File: src/rtl/flags_intr_unit.sv
// -----------------------------------------------------------------------------
// flags_intr_unit
//
// Processor status flags (carry, zero, interrupt enable) with a one-deep
// shadow copy of C/Z, plus the single-source interrupt front end: a 2-flop
// synchronizer, a rising-edge detector, and a three-state request FSM that
// can remember one request that arrives while the previous one is in service.
//
// Ports
//   CLK          in   system clock, all state updates on the rising edge
//   RESET_N      in   asynchronous active-low reset
//   ALU_C/ALU_Z  in   carry / zero results from the ALU
//   FLG_C_SET    in   force C to 1
//   FLG_C_CLR    in   force C to 0 (wins over set and load)
//   FLG_C_LD     in   load C from the selected source
//   FLG_Z_LD     in   load Z from the selected source
//   FLG_LD_SEL   in   load source: 0 = ALU, 1 = shadow
//   FLG_SHAD_LD  in   copy current C/Z into the shadow registers
//   I_SET/I_CLR  in   interrupt-enable set / clear (clear wins)
//   INT_ACK      in   interrupt entry pulse from the control unit
//   INT_DONE     in   interrupt return pulse (RETID/RETIE)
//   INT_REQ      in   external interrupt request, asynchronous to CLK
//   C_FLAG       out  registered carry flag
//   Z_FLAG       out  registered zero flag
//   I_FLAG       out  registered interrupt-enable flag
//   INTR         out  interrupt request to the control unit (register-decoded)
// -----------------------------------------------------------------------------
module flags_intr_unit (
    input  logic CLK,
    input  logic RESET_N,
    input  logic ALU_C,
    input  logic ALU_Z,
    input  logic FLG_C_SET,
    input  logic FLG_C_CLR,
    input  logic FLG_C_LD,
    input  logic FLG_Z_LD,
    input  logic FLG_LD_SEL,
    input  logic FLG_SHAD_LD,
    input  logic I_SET,
    input  logic I_CLR,
    input  logic INT_ACK,
    input  logic INT_DONE,
    input  logic INT_REQ,
    output logic C_FLAG,
    output logic Z_FLAG,
    output logic I_FLAG,
    output logic INTR
);

    typedef enum logic [1:0] {
        IDLE = 2'd0,
        PEND = 2'd1,
        SERV = 2'd2
    } int_state_e;

    // Flag and shadow registers
    logic c_q, c_d;
    logic z_q, z_d;
    logic i_q, i_d;
    logic shad_c_q, shad_c_d;
    logic shad_z_q, shad_z_d;

    // Synchronizer / edge detector
    logic sync1_q, sync2_q, sync3_q;
    logic req_edge;

    // Interrupt FSM
    int_state_e state_q, state_d;
    logic       missed_q, missed_d;

    // -------------------------------------------------------------------------
    // Flag next-state logic
    // -------------------------------------------------------------------------
    always_comb begin
        // NOTE: every signal written here gets a default first, so no path
        // leaves it unassigned and no latch is inferred.
        c_d      = c_q;
        z_d      = z_q;
        i_d      = i_q;
        shad_c_d = shad_c_q;
        shad_z_d = shad_z_q;

        if (FLG_C_CLR) begin
            c_d = 1'b0;
        end else if (FLG_C_SET) begin
            c_d = 1'b1;
        end else if (FLG_C_LD) begin
            c_d = FLG_LD_SEL ? shad_c_q : ALU_C;
        end

        if (FLG_Z_LD) begin
            z_d = FLG_LD_SEL ? shad_z_q : ALU_Z;
        end

        // Shadow captures the pre-edge flags while restores read the pre-edge
        // shadow, so a simultaneous save and restore swaps the two.
        if (FLG_SHAD_LD) begin
            shad_c_d = c_q;
            shad_z_d = z_q;
        end

        // Entering an interrupt disables further interrupts.
        if (I_CLR || INT_ACK) begin
            i_d = 1'b0;
        end else if (I_SET) begin
            i_d = 1'b1;
        end
    end

    // -------------------------------------------------------------------------
    // Interrupt FSM next-state logic
    // -------------------------------------------------------------------------
    assign req_edge = sync2_q & ~sync3_q;

    always_comb begin
        state_d  = state_q;
        missed_d = missed_q;

        unique case (state_q)
            IDLE: begin
                if (req_edge) begin
                    state_d = PEND;
                end
            end
            PEND: begin
                // An edge without INT_ACK merges with the pending request; an
                // edge together with INT_ACK is a new request to remember.
                if (INT_ACK) begin
                    state_d  = SERV;
                    missed_d = req_edge;
                end
            end
            SERV: begin
                if (req_edge) begin
                    missed_d = 1'b1;
                end
                if (INT_DONE) begin
                    state_d  = (missed_q || req_edge) ? PEND : IDLE;
                    missed_d = 1'b0;
                end
            end
            default: begin
                state_d  = IDLE;
                missed_d = 1'b0;
            end
        endcase
    end

    // -------------------------------------------------------------------------
    // State registers
    // -------------------------------------------------------------------------
    // NOTE: sequential state uses non-blocking assignments so every register
    // samples pre-edge values, which the shadow swap and the sync chain rely on.
    always_ff @(posedge CLK or negedge RESET_N) begin
        // NOTE: every register here is control state, so all of them are reset;
        // there is no storage array that could be left unreset.
        if (!RESET_N) begin
            c_q      <= 1'b0;
            z_q      <= 1'b0;
            i_q      <= 1'b0;
            shad_c_q <= 1'b0;
            shad_z_q <= 1'b0;
            sync1_q  <= 1'b0;
            sync2_q  <= 1'b0;
            sync3_q  <= 1'b0;
            state_q  <= IDLE;
            missed_q <= 1'b0;
        end else begin
            c_q      <= c_d;
            z_q      <= z_d;
            i_q      <= i_d;
            shad_c_q <= shad_c_d;
            shad_z_q <= shad_z_d;
            // Sync flops reset to 0, so a request held high through reset
            // release still yields exactly one edge.
            sync1_q  <= INT_REQ;
            sync2_q  <= sync1_q;
            sync3_q  <= sync2_q;
            state_q  <= state_d;
            missed_q <= missed_d;
        end
    end

    // -------------------------------------------------------------------------
    // Outputs: decoded from registers only
    // -------------------------------------------------------------------------
    assign C_FLAG = c_q;
    assign Z_FLAG = z_q;
    assign I_FLAG = i_q;
    assign INTR   = (state_q == PEND) & i_q;

endmodule
File: config.mk
export PLATFORM = sky130hd
export DESIGN_NAME = flags_intr_unit
export DESIGN_NICKNAME = d
export VERILOG_FILES = /design/src/rtl/flags_intr_unit.sv
export SDC_FILE = /design/constraint.sdc
export NUM_CORES = 1
export LEC_CHECK = 0
export ABC_AREA = 1
export BUFFER_PORTS_ARGS = -buffer_cell sky130_fd_sc_hd__buf_2
export CORE_AREA = 2 2 39 41
export DETAILED_ROUTE_END_ITERATION = 8
export DIE_AREA = 0 0 41 43
export PLACE_DENSITY = 0.71
export SKIP_CTS_REPAIR_TIMING = 1
export SLEW_MARGIN = 15
export SYNTH_ARGS = -nofsm -noshare
export SYNTH_HDL_FRONTEND = slang
export SYNTH_SLANG_ARGS = --single-unit
File: constraint.sdc
create_clock -name CLK -period 1.6 [get_ports CLK]
set_input_delay 0.24 -clock CLK [delete_from_list [all_inputs] [get_ports CLK]]
set_output_delay 0.24 -clock CLK [all_outputs]
set_load 0.05 [all_outputs]
======== After elaboration in Yosys (flattened, before gate mapping) ========
Cells that the tools add are included.
operators by class
  equal/unequal tests ..................... 6
  mux-type cells .......................... 16
  bitwise logic cells ..................... 4
  reductions and logical operators ........ 7
operator list
  operator              number
  $mux W1               11
  $mux W2               3
  $ne A2 B2 Y1 const B  3
  $pmux W2 S3           1
  $reduce_and A3 Y1     2
  $ne A3 B3 Y1 const B  1
  $pmux W1 S3           1
  $reduce_bool A3 Y1    1
  $and A1 B1 Y1         2
  $eq A2 B1 Y1 const B  1
  $eq A2 B2 Y1 const B  1
  $logic_not A2 Y1      1
  $logic_or A1 B1 Y1    2
  $not A1 Y1            2
  $reduce_bool A2 Y1    1
storage, ports and cells
  register bits ........................... 11
  input port bits ......................... 15
  output and inout port bits .............. 4
  logic and storage cells ................. 43

======== Logic depth before layout (Yosys ltp) ========
  depth after elaboration ................. 6
  gate-level depth with buffers ........... 7
  depth with buffers taken out ............ 7

======== Least setup slack after synthesis ========
Ideal clock, no wire load.
  path kind ............................... reg2out
  start ................................... register state_q[1]
  end ..................................... output INTR
  arrival ................................. 1.065 ns
  setup slack ............................. 0.295 ns
  cell stages (with the launch flop) ...... 5
  path buffers ............................ 0
  cells stage by stage .................... dfrtp_1 -> inv_1 -> ha_1 -> nand2_1 -> inv_1
between the ends
  word-level cells in the longest chain between the ends .. 2
RTL lines
  item                    RTL line  text
  start, declared         68        int_state_e state_q, state_d;
  start signal, assigned  179       state_q <= state_d;
  $eq A2 B1 Y1            190       assign INTR = (state_q == PEND) & i_q;
  $and A1 B1 Y1           190
  end, declared           47        output logic INTR
No other way between the ends.

======== Worst setup path in the final report ========
Same ends and word-level chain as after synthesis.

==> results_tabular.tex <==
\begin{tabular}{lr}
\hline
Metric & Value \\
\hline
\multicolumn{2}{l}{\textbf{Status}} \\
\quad Status & finished, final reports clean \\
\multicolumn{2}{l}{\textbf{STA}} \\
\quad Fin Hold WS & 83.65 ps \\
\quad Tmin final & 1489 ps \\
\quad Total setup violations reported at the end of the flow & 0 \\
\quad Final setup TNS & 0 ps \\
\quad Total count of hold-check failures in the final report & 0 \\
\quad Maximum clock rate & 0.6714 GHz \\
\quad Final clock period utilization by the worst path & 0.9308 \\
\quad Final clock skew & 3.407 ps \\
\quad Number of slew-limit violations in the final report & 0 \\
\quad Slew @ Worst Pin & 240.5 ps \\
\quad Max-Slew Margin vs Limit & 0.8397 \\
\quad Unrepaired setup endpoints after global routing & false \\
\multicolumn{2}{l}{\textbf{Clocking}} \\
\quad Number of CTS-inserted buffers & 3 \\
\quad Clk pin slew, worst setup/hold paths & 70 ps \\
\quad TritonCTS clock tree & yes \\
\quad Maximum buffer depth of the clock tree & 2 \\
\quad H-tree depth & 1 \\
\quad Root Driver & sky130\_fd\_sc\_hd\_\_clkbuf\_4 \\
\quad Clock network latency to the later pin of the worst-skew pair & 260 ps \\
\quad Clock tree sinks & 11 \\
\multicolumn{2}{l}{\textbf{Logic synthesis}} \\
\quad Number of instances in the synthesized netlist & 66 \\
\quad Proportion of synthesized area in mux cells & 0.01911 \\
\quad Combinational family with the most area after synthesis & simple AND/OR/NAND/NOR gates \\
\quad Number of synthesized register bits & 11 \\
\quad Mapped cell area & 589.3 um\^{}2 \\
\quad Adder-cell area share of the yosys netlist & 0.1274 \\
\quad Distinct cell type count of the synthesized netlist & 14 \\
\quad Yosys synthesis warning count & 0 \\
\quad Post-synthesis compound-gate area fraction & 0.1146 \\
\quad Post-Synthesis Net Count & 87 \\
\quad Avg Synthesized Cell Area & 8.929 um\^{}2 \\
\quad Area share of xor/xnor cells in the synthesized design & 0 \\
\quad Portion of the post-synthesis area used by sequential elements & 0.4671 \\
\quad Area share of and/or/nand/nor cells after synthesis & 0.1826 \\
\multicolumn{2}{l}{\textbf{Power and ir drop}} \\
\quad Ratio of total power to cell area & 1257 nW/um\^{}2 \\
\quad Worst vdd rail ir drop & 0.5878 mV \\
\quad Standby leakage power & 0.4114 nW \\
\multicolumn{2}{l}{\textbf{Place}} \\
\quad Hpwl dp & 854.3 um \\
\quad Number of port buffers & 18 \\
\quad Placer Congestion & 0.6490 \\
\multicolumn{2}{l}{\textbf{Cells and area}} \\
\quad Count of antenna diodes in the layout & 0 \\
\quad Commonest non-fill, non-tap cell in the layout & sky130\_fd\_sc\_hd\_\_buf\_2 \\
\quad Layout cell share with drive strength beyond 1 & 0.3371 \\
\quad Syn-to-layout area delta & 26.33\% \\
\quad Total number of nets in the final design & 111 \\
\quad Commonest cells after routing, fill and taps aside & sky130\_fd\_sc\_hd\_\_buf\_2 (17), sky130\_fd\_sc\_hd\_\_inv\_1 (13), sky130\_fd\_sc\_hd\_\_dfrtp\_1 (11), sky130\_fd\_sc\_hd\_\_nand2\_1 (11) \\
\quad Layout filler cell count & 137 \\
\multicolumn{2}{l}{\textbf{Floorplan}} \\
\quad Die height & 43 um \\
\quad Starting density of the core & 0.4259 \\
\quad Area of the core region & 1384 um\^{}2 \\
\quad Area enclosed by the die boundary & 1763 um\^{}2 \\
\quad Die extent in x & 41 um \\
\quad Num ports & 19 \\
\quad Row Count & 14 \\
\multicolumn{2}{l}{\textbf{Route}} \\
\quad Detailed-router iteration count before antenna repair & 1 \\
\quad Number of vias per cell after detailed routing & 4.486 \\
\quad Post-detailed-route wirelength per cell & 9.724 um \\
\quad Total number of vias & 471 \\
\quad Initial detailed-routing violation count & 0 \\
\quad Final routed DRC violation total & 0 \\
\quad Remaining antenna violation count & 0 \\
\quad WL final & 1.021 mm \\
\multicolumn{2}{l}{\textbf{GRT}} \\
\quad Pin count of the biggest net entering global routing & 12 \\
\quad Number of antenna violations at the first check in global routing & 0 \\
\quad Global route total overflow & 0 \\
\quad Wire length of the first global-routing pass & 1.669 mm \\
\quad Vias in the first global route & 450 \\
\quad GRT Util Overall & 0.1462 \\
\multicolumn{2}{l}{\textbf{Flow run}} \\
\quad Total of max-cap violations & 0 \\
\multicolumn{2}{l}{\textbf{Setup path}} \\
\quad Data required time at the worst endpoint & 1360 ps \\
\quad Critical path class & reg -> out \\
\quad Crit path arrival time & 1250 ps \\
\quad Maximum fanout count along the critical path & 4 \\
\quad Type of origin of the critical path & register \\
\quad Type of element capturing the critical path & output port \\
\multicolumn{2}{l}{\textbf{Hold path}} \\
\quad Class of the tightest hold or removal check & in -> reg \\
\hline
\end{tabular}
per-stage QoR:
| stage | setup WS, ps | cell area (um^2) | cells | util | total power [mW] |
|---|---|---|---|---|---|
| after floorplan | 295.3 | 589.3 | 66 | - | 0.6542 |
| after global placement | 312.6 | 699.4 | 100 | 0.5054 | 0.7373 |
| after detailed placement | 249.6 | 699.4 | 100 | 0.5054 | 0.7556 |
| after CTS | -48.82 | 725.7 | 104 | 0.5244 | 0.9450 |
| after global routing | 14.94 | 744.5 | 105 | 0.5380 | 1.022 |
| final | 110.7 | 744.5 | 105 | 0.5380 | 0.9359 |
cell type report:
type | instances | area (um^2) | share of cell area
Clock buffer | 4 | 26.28 | 0.03529
Inverter | 14 | 52.55 | 0.07059
Multi-Input combinational cell | 41 | 264.0 | 0.3546
Sequential cell | 11 | 275.3 | 0.3697
Tap cell | 16 | 20.02 | 0.02689
Timing Repair Buffer | 19 | 106.4 | 0.1429
power breakdown:
part / internal [mW] / switching, mW / leakage (nW) / total [mW]
clock network: 0.0963 / 0.0837 / 0.0150 / 0.180
registers: 0.326 / 0.0410 / 0.135 / 0.367
logic: 0.148 / 0.241 / 0.261 / 0.389
per-layer routing:
| metal | global-route usage | vias to the layer above | wire, um |
|---|---|---|---|
| met1 | 0.1604 | 211 | 422 |
| met3 | 0.03141 | 0 | 51 |
| met5 | 0 | - | 0 |
| li1 | - | 246 | - |
| met4 | 0.1000 | 0 | 0 |
| met2 | 0.2344 | 14 | 547 |
final timing paths:
| kind | to | slack (ps) | depth (start not counted) | from |
|---|---|---|---|---|
| worst max-delay path | INTR | 110 | 5 | state_q[1] |
| worst min-delay path | sync1_q | 80 | 1 | INT_REQ |
| worst max register to register | state_q[1] | 310 | 7 | state_q[0] |
| worst min register to register | sync2_q | 350 | 0 | sync1_q |
| max in group asynchronous | sync2_q | 1040 | 2 | RESET_N |
| min in group asynchronous | state_q[0] | 360 | 2 | RESET_N |
registers in the layout, summed over array words and instances, names as in the netlist:
name,flops
shad_c_q,1
shad_z_q,1
sync3_q,1
Z_FLAG,1
sync2_q,1
missed_q,1
I_FLAG,1
state_q,2
C_FLAG,1
sync1_q,1
critical path, cell delays in order, from the launching register on:
cell and delay, ps:
sky130_fd_sc_hd__dfrtp_1 420, sky130_fd_sc_hd__inv_2 100, sky130_fd_sc_hd__ha_2 200, sky130_fd_sc_hd__nand2_1 60
sky130_fd_sc_hd__inv_1 60, sky130_fd_sc_hd__buf_6 150
logic make-up (layout without fill, tap and decap cells):
kind of cell,count (synthesis),count (layout)
AOI/OAI and AO/OA,11,11
adders and majority gates,6,6
buffers and inverters,14,37
DFF,11,11
muxes,1,1
and+or+nand+nor,23,23
synthesized netlist by cell type, drive strengths merged:
library cell | instances | area [um^2]
nand2 | 15 | 66.31
inv | 14 | 52.55
dfrtp | 11 | 275.3
ha | 6 | 75.07
a21oi | 5 | 36.29
nor2 | 5 | 26.27
o21ai | 5 | 25.02
nand3 | 2 | 10.01
a31oi | 1 | 6.260
mux2 | 1 | 11.26
nor3 | 1 | 5.000
No activity file was read; power rests on OpenSTA's default activity.
